`src/rtl/btn_cond_pkg.sv`:
```
// Shared definitions for the button conditioner: FSM encodings and counter sizing.
// Pure compile-time content; no logic, no latency.
// No flow control; nothing here carries data.
package btn_cond_pkg;

    typedef enum logic [1:0] {
        ST_IDLE   = 2'd0,
        ST_HOLD   = 2'd1,
        ST_REPEAT = 2'd2
    } state_t;

    // Bits needed for a counter that runs 0 .. n-1; never narrower than one bit.
    function automatic int cnt_width(input int n);
        return (n <= 2) ? 1 : $clog2(n);
    endfunction

    function automatic int max_int(input int a, input int b);
        return (a > b) ? a : b;
    endfunction

endpackage

```
`src/rtl/sync_2ff.sv`:
```
// Generic two-flop synchroniser for asynchronous level inputs.
// Latency: two clk edges from input change to q.
// No backpressure; free-running sampler.
module sync_2ff #(
    parameter int WIDTH = 1
) (
    input  logic             clk,
    input  logic             rst_n,
    input  logic [WIDTH-1:0] d,
    output logic [WIDTH-1:0] q
);

    logic [WIDTH-1:0] meta;

    // Two back-to-back samples; only the second stage is safe to use.
    always_ff @(posedge clk) begin
        if (!rst_n) begin
            meta <= '0;
            q    <= '0;
        end else begin
            meta <= d;
            q    <= meta;
        end
    end

endmodule

```
`src/rtl/btn_pulse_conditioner.sv`:
```
// Raw button -> synchronise -> debounce -> edge detect -> optional auto-repeat pulses.
// Latency: first pulse DEBOUNCE_CYCLES+2 edges after a clean press.
// No backpressure; pulse_out is a one-cycle enable, never high two cycles in a row.
module btn_pulse_conditioner
    import btn_cond_pkg::*;
#(
    parameter int DEBOUNCE_CYCLES = 50000,
    parameter int HOLD_CYCLES     = 5000000,
    parameter int REPEAT_CYCLES   = 1000000
) (
    input  logic clk,
    input  logic rst_n,
    input  logic btn_raw,
    input  logic repeat_en,
    output logic level_out,
    output logic pulse_out,
    output logic repeating
);

    localparam int DB_W  = cnt_width(DEBOUNCE_CYCLES);
    localparam int TMR_W = cnt_width(max_int(HOLD_CYCLES, REPEAT_CYCLES));

    localparam logic [DB_W-1:0]  DB_LAST   = DB_W'(DEBOUNCE_CYCLES - 1);
    localparam logic [TMR_W-1:0] HOLD_LAST = TMR_W'(HOLD_CYCLES - 1);
    localparam logic [TMR_W-1:0] REP_LAST  = TMR_W'(REPEAT_CYCLES - 1);

    logic             btn_sync;
    logic [DB_W-1:0]  db_cnt;
    logic [TMR_W-1:0] tmr;
    state_t           state;
    logic             db_accept;
    logic             press;
    logic             release_btn;

    sync_2ff #(
        .WIDTH (1)
    ) u_sync (
        .clk   (clk),
        .rst_n (rst_n),
        .d     (btn_raw),
        .q     (btn_sync)
    );

    // A new level is accepted on the edge where the disagreeing run completes;
    // the FSM reacts on that same edge so the pulse lines up with level_out.
    assign db_accept   = (btn_sync != level_out) && (db_cnt == DB_LAST);
    assign press       = db_accept &&  btn_sync;
    assign release_btn = db_accept && !btn_sync;

    // Debounce: count consecutive disagreeing samples, any agreeing sample restarts.
    always_ff @(posedge clk) begin
        if (!rst_n) begin
            level_out <= 1'b0;
            db_cnt    <= '0;
        end else if (btn_sync == level_out) begin
            db_cnt <= '0;
        end else if (db_cnt == DB_LAST) begin
            level_out <= btn_sync;
            db_cnt    <= '0;
        end else begin
            db_cnt <= db_cnt + 1'b1;
        end
    end

    // Press/hold/repeat FSM with registered pulse; release overrides everything.
    always_ff @(posedge clk) begin
        if (!rst_n) begin
            state     <= ST_IDLE;
            tmr       <= '0;
            pulse_out <= 1'b0;
            repeating <= 1'b0;
        end else begin
            pulse_out <= 1'b0;
            if (release_btn) begin
                state     <= ST_IDLE;
                tmr       <= '0;
                repeating <= 1'b0;
            end else begin
                case (state)
                    ST_IDLE: begin
                        if (press) begin
                            pulse_out <= 1'b1;
                            tmr       <= '0;
                            state     <= ST_HOLD;
                        end
                    end
                    ST_HOLD: begin
                        if (!repeat_en) begin
                            tmr <= '0;
                        end else if (tmr == HOLD_LAST) begin
                            pulse_out <= 1'b1;
                            tmr       <= '0;
                            state     <= ST_REPEAT;
                            repeating <= 1'b1;
                        end else begin
                            tmr <= tmr + 1'b1;
                        end
                    end
                    ST_REPEAT: begin
                        if (!repeat_en) begin
                            tmr       <= '0;
                            state     <= ST_HOLD;
                            repeating <= 1'b0;
                        end else if (tmr == REP_LAST) begin
                            pulse_out <= 1'b1;
                            tmr       <= '0;
                        end else begin
                            tmr <= tmr + 1'b1;
                        end
                    end
                    default: begin
                        state     <= ST_IDLE;
                        tmr       <= '0;
                        repeating <= 1'b0;
                    end
                endcase
            end
        end
    end

endmodule

```
`config.mk`:
```
export PLATFORM = sky130hd
export DESIGN_NAME = btn_pulse_conditioner
export DESIGN_NICKNAME = d
export VERILOG_FILES = /design/src/rtl/btn_cond_pkg.sv /design/src/rtl/sync_2ff.sv /design/src/rtl/btn_pulse_conditioner.sv
export SDC_FILE = /design/constraint.sdc
export NUM_CORES = 1
export LEC_CHECK = 0
export ABC_AREA = 1
export CAP_MARGIN = 20
export CORE_MARGIN = 5
export CORE_UTILIZATION = 29
export DETAILED_ROUTE_END_ITERATION = 10
export PLACE_DENSITY = 0.48
export SYNTH_ARGS = -nofsm -noshare
export SYNTH_HDL_FRONTEND = slang
export SYNTH_SLANG_ARGS = --single-unit
```
`constraint.sdc`:
```
create_clock -name clk -period 3.6 [get_ports clk]
set_clock_uncertainty 0.15 [all_clocks]
set_input_delay 0.36 -clock clk [delete_from_list [all_inputs] [get_ports clk]]
set_output_delay 0.36 -clock clk [all_outputs]
set_load 0.02 [all_outputs]
```
==> results.md, run 1 <==
- The top cell type by area accounts for 33.9% of the synthesized area.
- After synthesis the netlist holds a flip-flop and latch count of 46.
- The number of endpoints failing setup at the final stage is 0.
- The tool flagged a number of max-cap violations equal to 0.
- Clock-pin slew was measured on the worst setup and hold paths at 0.09 ns.
- The total inserted antenna cells is 0.
- The number of placement rows is 35.
- The number of endpoints with negative hold slack in the final report came to 0.
- The number of enable-type register cells in the synthesized netlist is 0.
- The post-cts gate resize count is 0.
- Detailed placement ended at an HPWL of 5060 µm.
- For this run, the leading register cell type out of synthesis is sky130_fd_sc_hd__dfxtp_1.
- The share of synthesized flip-flops with an asynchronous set or reset is 0%.
- The floorplan step set the die height to 107 µm.
- The mean post-synth cell area is 6.54 µm².
- At the later pin of the worst-skew pair, clock insertion delay measures 0.30 ns.
- The kind of end point of the critical path is a register.
- The post-CTS setup buffer count is 0.
- Setup repair after global routing left no endpoint under its margin.
- The finished cells cover 0.00299 mm².
- In this run the count of I/O pins placed on the die edge is 7.
- The power density over the cells is 309 mW/mm².
- The area of the die is 0.0114 mm².
- The count of hold buffers inserted by post-cts repair is 0.
- CTS saw 46 sinks.
- In this run the static leakage power is 1.11 nW.
- The combined area of all synthesized cells is 0.00271 mm².
- TritonCTS created 5 clock buffers.
- The worst-case IR drop observed on VDD is 0.000164 V.
- The number of violations reported at the end of detailed-routing iteration 0 is 126.
- The class of the worst hold path is reg -> reg.
- After synthesis, the cell types taking the most area are sky130_fd_sc_hd__dfxtp_1 (34%), sky130_fd_sc_hd__nand2_1 (14%), sky130_fd_sc_hd__nor2_1 (10%).
- The category of the most critical setup path is reg -> reg.
- Data on the critical path is required at its endpoint by 3.65 ns.
- The H-tree generated during clock tree synthesis spans 2 levels.
- The number of global-route vias before repair is 2324.
- Relative to the synthesized area, the layout overhead comes to 10.2%.
- The final number of max-transition violations is 0.
- In the final timing run, aggregate negative setup slack is 0 ns.
- The global-route wire length before repair is 11300 µm.
- Cells with a size suffix above 1 make up 8.49% of the layout.
- The first TritonRoute pass finished after 4 iterations.
- Once layout is complete, the utilization of the core stands at 32.5%.
- In this run the tool buffered the top-level ports with 6 buffer cells.
- The fraction of the cycle the final worst path needs is 58.0%.
- In this run the power spent charging and discharging nets is 0.202 mW.
- The cell-internal power is 0.723 mW.
- The post-detailed-route count of antenna-violating nets is 0.
- At the placement stage, the worst setup path has a slack of 1.47 ns.
- The switching part of the total is 21.8%.
- The achievable clock frequency is 479 MHz.
- Of the total power, combinational logic draws 1.9%.
- The Yosys step of the flow raised 0 warnings.
- The final routed DRC violation total is 0.
- Data on the critical path arrives at its endpoint at 2.13 ns.
- The count of different cell masters after synthesis is 33.
- The worst path meets setup with 1.51 ns of slack.
- The slew at the pin closest to its max-slew limit is 0.702 ns.
- In this run the horizontal extent of the chip is 107 µm.
- The initial standard-cell utilization of the core is 29.5%.
- Entering global routing, the biggest net connects 23 pins.
- Synthesis produced a netlist whose cell count is 415.
- The category of the worst setup path launch point is a register.
- The register area share after synthesis is 33.9%.
- The final net count is 433.
- The flow ran to the end, and the final reports show no timing, DRC or antenna violations.
- The average routed wire per standard cell is 12.4 µm.
- The clock passes through at most 2 buffers.
- The part of the power in the clock network is 42.9%.
- The cell at the root of the clock tree is sky130_fd_sc_hd__clkbuf_8.
- Routability-driven placement finished with a final weighted congestion of 0.811.
- The share of total power dissipated in sequential elements is 55.2%.
- The total wirelength of the detailed-routed design is 6620 µm.
- Of all cell types, the one taking the most synthesized area is sky130_fd_sc_hd__dfxtp_1.
- Using the TritonRoute via totals, the vias-per-cell ratio works out to 4.67.
- In this run the cell area measured after placement is 0.00288 mm².
- The global-route usage over all layers is 12.2%.
- TritonCTS built the clock tree.
- Detailed routing inserted a total of 2499 vias.
- The total area inside the core boundary comes to 0.00920 mm².
- Headroom to the max-slew limit came out at 53.1%.
- The number of antenna violations at the first check in global routing is 0.
- After global routing the overflow that remains totals 0.
- The number of nets handed over by synthesis was 425.
- After layout, the minimum clock period comes to 2.09 ns.
- The maximum fanout along the worst path is 22.
[power by group through the flow]
stage	sequential (mW)	combinational (mW)	clock, mW
floorplan	0.522	0.0107	0
global placement	0.522	0.0181	0
detailed placement	0.522	0.0182	0
CTS	0.510	0.0183	0.413
global route	0.511	0.0201	0.434
finish	0.510	0.0179	0.397
[cell families (layout without fill, tap and decap cells)]
logic type      Yosys count  in the layout  share of synthesized area [%]
compound gates           37             37                           7.56
xor+xnor                 12             12                           3.87
fa+ha+maj                 6              6                           2.77
buf+inv                  56             65                           8.21
flops                    46             46                           33.9
simple gates            258            258                           43.6
[routing by layer]
layer | vias up | track usage (%) | wire length, µm
met1 | 1119 | 16.5 | 3300
met2 | 39 | 19.8 | 2990
met5 | - | 0 | 0
li1 | 1333 | - | -
met3 | 8 | 2.47 | 242
met4 | 0 | 3.11 | 93
[critical path: stages, from the launching register on]
cell and delay (ns):
sky130_fd_sc_hd__dfxtp_1 0.36, sky130_fd_sc_hd__ha_1 0.21, sky130_fd_sc_hd__nand3_2 0.14, sky130_fd_sc_hd__nor2_4 0.15, sky130_fd_sc_hd__nand4_4 0.15, sky130_fd_sc_hd__nand2_4 0.27, sky130_fd_sc_hd__inv_2 0.18, sky130_fd_sc_hd__nor2_1 0.18
sky130_fd_sc_hd__nand2_1 0.06, sky130_fd_sc_hd__o21ai_0 0.07, sky130_fd_sc_hd__nor2_1 0.06
[registers in the layout, indices dropped and copies added (netlist names)]
signal	flops
tmr	23
db_cnt	16
state	2
level_out	1
pulse_out	1
repeating	1
u_sync.meta	1
u_sync.q	1
[final timing paths]
kind                                               to  slack, ns  cells past startpoint                   start
worst max-delay path            state[0]$_SDFFE_PP0P_       1.51                     10    db_cnt[0]$_SDFF_PP0_
worst min-delay path              u_sync.q$_SDFF_PN0_       0.27                      2  u_sync.meta$_SDFF_PN0_
worst max register to register  state[0]$_SDFFE_PP0P_       1.51                     10    db_cnt[0]$_SDFF_PP0_
worst min register to register    u_sync.q$_SDFF_PN0_       0.27                      2  u_sync.meta$_SDFF_PN0_
[cells in the mapped netlist, types with 2 or more instances]
master / n
sky130_fd_sc_hd__nand2_4: 3
sky130_fd_sc_hd__nor2_4: 3
sky130_fd_sc_hd__buf_2: 4
sky130_fd_sc_hd__nor2_1: 73
sky130_fd_sc_hd__nor3_1: 9
sky130_fd_sc_hd__nand3b_1: 6
sky130_fd_sc_hd__inv_1: 46
sky130_fd_sc_hd__xor2_1: 7
sky130_fd_sc_hd__or2_2: 2
sky130_fd_sc_hd__nor4_1: 2
sky130_fd_sc_hd__a21oi_1: 21
sky130_fd_sc_hd__dfxtp_1: 46
sky130_fd_sc_hd__ha_1: 6
sky130_fd_sc_hd__inv_2: 4
sky130_fd_sc_hd__nand3_1: 33
sky130_fd_sc_hd__nand4_1: 9
sky130_fd_sc_hd__o21ai_1: 4
sky130_fd_sc_hd__nor2_2: 4
sky130_fd_sc_hd__nand2_1: 101
sky130_fd_sc_hd__o21ai_0: 8
sky130_fd_sc_hd__xnor2_1: 5
sky130_fd_sc_hd__nand2_2: 8
[stage by stage]
| stage | hold WS, ns | cells | total power [mW] |
|---|---|---|---|
| after floorplan | 0.240 | 415 | 0.533 |
| after global placement | 0.250 | 527 | 0.540 |
| after detailed placement | 0.253 | 527 | 0.541 |
| after CTS | 0.277 | 535 | 0.942 |
| after global routing | 0.316 | 535 | 0.965 |
| final | 0.273 | 535 | 0.925 |
[layout make-up]
cell class	count	area, µm²
inverter	51	191
tap	111	139
multi-input combinational	313	1570
clock inverter	2	37.5
clock buffer	6	72.6
timing repair buffer	6	60.1
sequential	46	921
fill	1042	6210
[cells in the final DEF (no fill, tap or decap), drive strengths merged]
cell / synthesis / routed
a21oi: 22 / 22
nand4: 10 / 10
ha: 6 / 6
clkinvlp: 0 / 1
nand3b: 6 / 6
or2: 4 / 4
nor2: 80 / 80
xor2: 7 / 7
dfxtp: 46 / 46
nor3b: 1 / 1
clkbuf: 0 / 6
xnor2: 5 / 5
o211ai: 1 / 1
nand3: 34 / 34
bufinv: 0 / 1
nor4: 2 / 2
o21bai: 1 / 1
nand2: 112 / 112
clkdlybuf4s50: 0 / 6
o21ai: 12 / 12
inv: 50 / 50
nor3: 9 / 9
o21a: 1 / 1
clkinv: 1 / 1
Power figures use the tool's default switching activity.
==> run 2, diff against run 1 <==
- PLACE_DENSITY: 0.48 -> 0.5
- clock period: 3.6 -> 1.8 ns (I/O delays scaled with it)
==> results.md, run 2 (synthesized netlist as in run 1, its figures left out) <==
- The fraction of the cycle the final worst path needs is 96.1%.
- Entering global routing, the biggest net connects 16 pins.
- The first routing iteration left 225 violations.
- The largest register by flop count is tmr.
- The cell-internal power is 1.31 mW.
- At the pin with the least slew margin, the transition time is 0.367 ns.
- The iteration count of the initial detailed-routing pass is 4.
- Setup violations remaining at the end of the flow were counted as 0.
- In this run the core area contains 35 standard-cell rows.
- The power density over the cells is 514 mW/mm².
- The average routed wire per standard cell is 11.8 µm.
- The global-route usage over all layers is 12.3%.
- Summing internal, switching and leakage power gives 1.71 mW.
- After clock tree synthesis, the clock-pin slew on the worst setup and hold paths is 0.10 ns.
- Buffers placed on the I/O ports in this run total 6.
- The analysis attributes to net switching a power of 0.398 mW.
- For this design, the CTS-stage hold fixing added 0 buffers.
- The HPWL after detailed placement is 5100 µm.
- The total inserted antenna cells is 0.
- The combinational power share is 2.6%.
- The slowest library cell on the worst path is sky130_fd_sc_hd__dfxtp_2.
- The library cell used most frequently in the layout, excluding fill and tap cells, is sky130_fd_sc_hd__nand2_1.
- The flow ran to the end, and the final reports show no timing, DRC or antenna violations.
- In the final layout, the share of cells above drive strength 1 is 22.6%.
- The data required time at the worst endpoint is 1.85 ns.
- The worst pin sits at a relative slew slack of 75.5%.
- The number of buffers inserted during clock tree synthesis is 5.
- Using the TritonRoute via totals, the vias-per-cell ratio works out to 4.60.
- The part of the power in the clock network is 37.7%.
- The last weighted congestion value of the routability-driven placer is 0.863.
- The first global-routing pass estimated 11600 µm of wire.
- For this run the aggregate overflow at the end of global routing stands at 0.
- The maximum fanout along the worst path is 8.
- Setup repair after global routing could not meet its margin everywhere.
- The number of endpoints with negative hold slack in the final report was 0.
- The number of max-cap violations is 0.
- The worst hold path belongs to the class in -> reg.
- The area added between synthesis and finish is 22.6%.
- The cell at the root of the clock tree is sky130_fd_sc_hd__clkbuf_8.
- The clock passes through at most 2 buffers.
- The post-detailed-route count of antenna-violating nets is 0.
- The worst supply voltage drop on vdd is 0.000336 V.
- The number of global-route vias before repair is 2453.
- The worst path arrival time is 1.78 ns.
- The achievable clock frequency is 578 MHz.
- On the worst path, the slowest cell contributes a delay of 0.37 ns.
- The worst-skew pair later-pin latency is 0.31 ns.
- The total number of vias is 2587.
- The switching part of the total is 23.3%.
- In the routed design, unresolved DRC markers number 0.
- The area inside the core boundary is 0.00920 mm².
- The initial standard-cell utilization of the core is 29.5%.
- The final net count is 461.
- The clock period could shrink to 1.73 ns.
- The worst setup path is captured at a register.
- The maximum level of the CTS H-tree is 2.
- The category of the most critical setup path is reg -> reg.
- The number of antenna violations at the first check in global routing is 0.
- For this block, the routed nets add up to 6640 µm of wire.
- The library cells used most frequently in the layout, excluding fill and tap cells, are sky130_fd_sc_hd__nand2_1 (98), sky130_fd_sc_hd__nor2_1 (64), sky130_fd_sc_hd__inv_1 (46), sky130_fd_sc_hd__nand3_1 (30), sky130_fd_sc_hd__dfxtp_1 (29).
- The final number of max-transition violations is 0.
- The post-layout utilization of the core is 36.2%.
- The largest registers in the layout are tmr (23), db_cnt (16), state (2).
- TritonCTS built the clock tree.
- The die covers 0.0114 mm².
- The CTS sink count is 46.
- The register with the most flip-flops in the layout has 23 of them.
- The die span in y is 107 µm.
- The die is 107 µm wide.
- The sequential share of power is 59.7%.
- The critical path goes through ha_4 > nand3_2 > nor2_4 > nand3_2 > nand2_2 > nand2_4 > nand2_4 > nand2_4 > nand2_8 > nor2_1.
- The boundary pin count is 7.
- The most common cell type on the critical path is sky130_fd_sc_hd__nand2_4.
- The leakage component of the power is 1.27 nW.
- The worst setup path is launched from a register.
[run 2: cell count changes in the layout (fill, tap and decap cells not counted), moves of 3 or more]
cell                      change
sky130_fd_sc_hd__buf_4       +26
sky130_fd_sc_hd__dfxtp_1     -17
sky130_fd_sc_hd__dfxtp_2     +17
sky130_fd_sc_hd__nor2_1       -9
sky130_fd_sc_hd__nor2_2       +7
sky130_fd_sc_hd__nand2_1      -3
sky130_fd_sc_hd__nand3_1      -3
sky130_fd_sc_hd__nand3_2      +3
[run 2: path summary, 6_finish.rpt]
kind                       endpoint                   start  cells past startpoint  slack, ns
max            tmr[10]$_SDFFE_PP0P_     tmr[0]$_SDFFE_PP0P_                     10       0.07
min reg2reg     u_sync.q$_SDFF_PN0_  u_sync.meta$_SDFF_PN0_                      2       0.28
min          u_sync.meta$_SDFF_PN0_                 btn_raw                      3       0.25
max reg2reg    tmr[10]$_SDFFE_PP0P_     tmr[0]$_SDFFE_PP0P_                     10       0.07
[run 2: metal layers]
| metal | up-vias | track usage, % | wire length [µm] |
|---|---|---|---|
| li1 | 1390 | - | - |
| met1 | 1155 | 17.8 | 3480 |
| met2 | 34 | 18.4 | 2900 |
| met3 | 8 | 1.93 | 159 |
| met4 | 0 | 4.20 | 90 |
| met5 | - | 0 | 0 |
[run 2: critical path: cells and delay by family, from the launching register on]
kind	cells	cell delay (ns)
simple gates	9	0.94
flops	1	0.37
fa+ha+maj	1	0.16
[run 2: through the flow]
stage               hold WS, ns  std cells  cell area [µm²]  worst slack, ns  TNS, ns
floorplan                 0.123        415             2710            0.118        0
global placement          0.271        551             3070           -0.135    -1.95
detailed placement        0.262        551             3070           -0.105    -1.34
CTS                       0.238        563             3220          0.00586        0
global route              0.254        563             3330          -0.0261  -0.0634
finish                    0.252        563             3330           0.0703        0
[run 2: layout make-up]
type	instances	area, µm²
flip-flops and latches	46	942
clock inverters	3	18.8
fillers	996	5870
well taps	111	139
multi-input cells	313	1680
inverters	51	191
clock buffers	5	68.8
repair buffers	34	287
[run 2: what timing repair did]
action / CTS / global route
resized for setup: 10 / 35
pin swaps: 6 / 10
gates cloned: 0 / 0
setup buffers: 4 / 0
endpoints found under the setup margin: 23 / 29
[run 2: power groups by stage]
stage | Clock [mW] | Sequential, mW | Combinational (mW)
after global placement | 0 | 1.04 | 0.0409
after CTS | 0.679 | 1.02 | 0.0418
after global routing | 0.727 | 1.02 | 0.0490
final | 0.644 | 1.02 | 0.0436
after detailed placement | 0 | 1.04 | 0.0407
after floorplan | 0 | 1.04 | 0.0214
==> run 3, diff against run 2 <==
- REMOVE_ABC_BUFFERS: default -> 1
==> results.md, run 3 (synthesized netlist as in run 1, its figures left out) <==
- The region available for standard cell placement spans 0.00920 mm².
- The TritonCTS clock tree is yes.
- During placement, the flow inserted port buffers numbering 6.
- Of the total power, the share spent switching nets is 21.7%.
- The H-tree was split into 2 levels.
- The number of buffers on the longest clock path is 2.
- The detail route stage leaves a number of antenna-violating nets equal to 0.
- The area taken by multi-input logic gates is 0.00170 mm².
- In the routed design, unresolved DRC markers number 0.
- The number of max-cap violations is 0.
- The total number of vias is 2655.
- The setup TNS is 0 ns.
- After detailed routing, the total wire length is 7160 µm.
- The number of antenna violations at the first check in global routing is 0.
- The category of the most critical setup path is reg -> reg.
- Combinational cells account for 2.4% of the total power.
- The cell at the root of the clock tree is sky130_fd_sc_hd__clkbuf_8.
- Registers take 945 µm².
- The boundary pin count is 7.
- STA classifies the critical path startpoint as a register.
- Per report_power, the clock group accounts for 42.5% of the total.
- Counting the buffers created by CTS gives 5.
- The kind of end point of the critical path is a register.
- The chip width is 107 µm.
- In this run the most critical hold path is launched from btn_raw.
- The die is 107 µm tall.
- The CTS sink count is 46.
- The launching point of the worst reg2reg path is tmr[1]$_SDFFE_PP0P_.
- The sequential share of power is 55.1%.
- The most critical setup path has its startpoint at tmr[1]$_SDFFE_PP0P_.
- The maximum fanout along the worst path is 4.
- The maximum number of pins on one net before global-route repair is 19.
- In this run the tightest slew margin relative to its limit is 77.8%.
- The slew at the pin closest to its max-slew limit is 0.329 ns.
- The detailed-route vias per instance is 4.71.
- The number of endpoints failing setup at the final stage is 0.
- Clock-pin slew was measured on the worst setup and hold paths at 0.10 ns.
- The area of the die is 0.0114 mm².
- Leaving out fill and tap cells, the most frequent cell in the layout is sky130_fd_sc_hd__nand2_1.
- The wire-length estimate of the detail-placed layout is 5270 µm.
- The switching component of the power is 0.401 mW.
- The cell-internal power is 1.44 mW.
- The number of antenna diodes in the final layout is 0.
- The slowest library cell on the worst path is sky130_fd_sc_hd__dfxtp_1.
- The power density over the cells is 539 mW/mm².
- The fraction of the cycle the final worst path needs is 96.3%.
- The worst supply voltage drop on vdd is 0.000331 V.
- For this design the static power due to leakage is 1.33 nW.
- The final net count is 462.
- The data required time at the worst endpoint is 1.86 ns.
- After layout, the minimum clock period comes to 1.73 ns.
- Before antenna repair, the detailed router went through 5 iterations.
- After detailed placement, the total cell area comes to 0.00309 mm².
- The register with the most flip-flops in the layout has 23 of them.
- Counting the fill cells in the layout gives 1000.
- The number of endpoints with negative hold slack in the final report was 0.
- The largest registers in the layout are tmr (23), db_cnt (16), state (2).
- The maximum cell stage delay along the critical path is 0.39 ns.
- For this configuration, the core starts out at a cell density of 29.5%.
- Routability-driven placement finished with a final weighted congestion of 0.836.
- The number of violations reported at the end of detailed-routing iteration 0 is 227.
- Leaving out fill and tap cells, the most frequent cells in the layout are sky130_fd_sc_hd__nand2_1 (93), sky130_fd_sc_hd__nor2_1 (66), sky130_fd_sc_hd__inv_1 (45), sky130_fd_sc_hd__nand3_1 (32), sky130_fd_sc_hd__dfxtp_1 (31).
- Buffers inserted to repair hold after CTS numbered 0.
- The min-delay analysis places its worst path in the category in -> reg.
- The global-route wire length before repair is 11800 µm.
- The worst-skew pair later-pin latency is 0.30 ns.
- The global-route usage over all layers is 12.6%.
- The number of placement rows is 35.
- For this run the aggregate overflow at the end of global routing stands at 0.
- The number of global-route vias before repair was 2538.
- Summing all non-filler instances in the final layout gives an area of 0.00342 mm².
- The area added between synthesis and finish is 26.2%.
- Data on the critical path arrives at its endpoint at 1.80 ns.
- Counting flops per register, the top entry is tmr.
- Cells with a size suffix above 1 make up 23.0% of the layout.
- The final number of max-transition violations is 0.
- Setup repair after global routing could not meet its margin everywhere.
- In the final routed layout, each cell accounts on average for 12.7 µm.
- Timing would allow up to 577 MHz.
- Walking the worst path, the cells encountered are ha_4 > nand2_1 > nor2_1 > nand2_2 > nor2_4 > nand2_2 > nor2_2 > nand4_1 > nand3_1 > nor2_1.
- The flow ran to the end, and the final reports show no timing, DRC or antenna violations.
## run 3: cell types whose count changed in the layout (fill, tap and decap cells not counted), moves of 3 or more
cell	before	now
sky130_fd_sc_hd__dfxtp_2	17	13
sky130_fd_sc_hd__nand2_1	98	93
sky130_fd_sc_hd__nand2_2	9	13
sky130_fd_sc_hd__nand3_2	4	1
sky130_fd_sc_hd__nor2_2	11	8
## run 3: path summary, 6_finish.rpt
| kind | slack (ns) | end | depth (start not counted) |
|---|---|---|---|
| setup reg to reg | 0.07 | tmr[20]$_SDFFE_PP0P_ | 10 |
| hold / removal | 0.25 | u_sync.meta$_SDFF_PN0_ | 3 |
| setup / recovery | 0.07 | tmr[20]$_SDFFE_PP0P_ | 10 |
| hold reg to reg | 0.27 | u_sync.q$_SDFF_PN0_ | 2 |
## run 3: power groups by stage
stage	clock (mW)	sequential, mW	combinational, mW
final	0.784	1.02	0.0441
after CTS	0.809	1.02	0.0435
after global placement	0	1.04	0.0433
after floorplan	0	1.04	0.0200
after detailed placement	0	1.04	0.0435
after global routing	0.860	1.02	0.0497
## run 3: metal layers
layer  part of all wire (%)  wire [µm]  GRT usage, %
met1                     49       3520          17.8
met5                      0          0             0
met4                    1.5        108          5.02
met2                     45       3240          19.3
met3                    4.1        294          1.87
## run 3: worst max-delay path, delay by kind of cell (launching register included)
| kind | cells | cell delay, ns |
|---|---|---|
| and+or+nand+nor | 9 | 0.95 |
| DFF | 1 | 0.39 |
| adders and majority gates | 1 | 0.17 |
## run 3: per-stage QoR
stage | hold WS (ns) | cells | worst slack, ns | power (mW) | utilization (%)
after floorplan | 0.123 | 410 | 0.0123 | 1.06 | -
after global placement | 0.247 | 552 | 0.00676 | 1.09 | 33.6
after detailed placement | 0.253 | 552 | -0.0156 | 1.09 | 33.6
after CTS | 0.237 | 560 | 0.00652 | 1.87 | 34.9
after global routing | 0.247 | 564 | -0.0489 | 1.93 | 37.2
final | 0.249 | 564 | 0.0661 | 1.85 | 37.2
## run 3: layout make-up
class	count	share of cell area [%]
repair buffers	35	9.87
inverters	51	5.67
clock buffers	5	2.01
multi-input cells	313	49.6
clock inverters	3	1.17
well taps	111	4.06
flip-flops and latches	46	27.6
## run 3: timing repair
| item | in CTS | in global routing |
|---|---|---|
| endpoints found under the setup margin | 12 | 28 |
| buffers inserted | 0 | 2 |
| gates resized for setup | 5 | 46 |
| cloned | 0 | 2 |
| pin swaps | 1 | 14 |
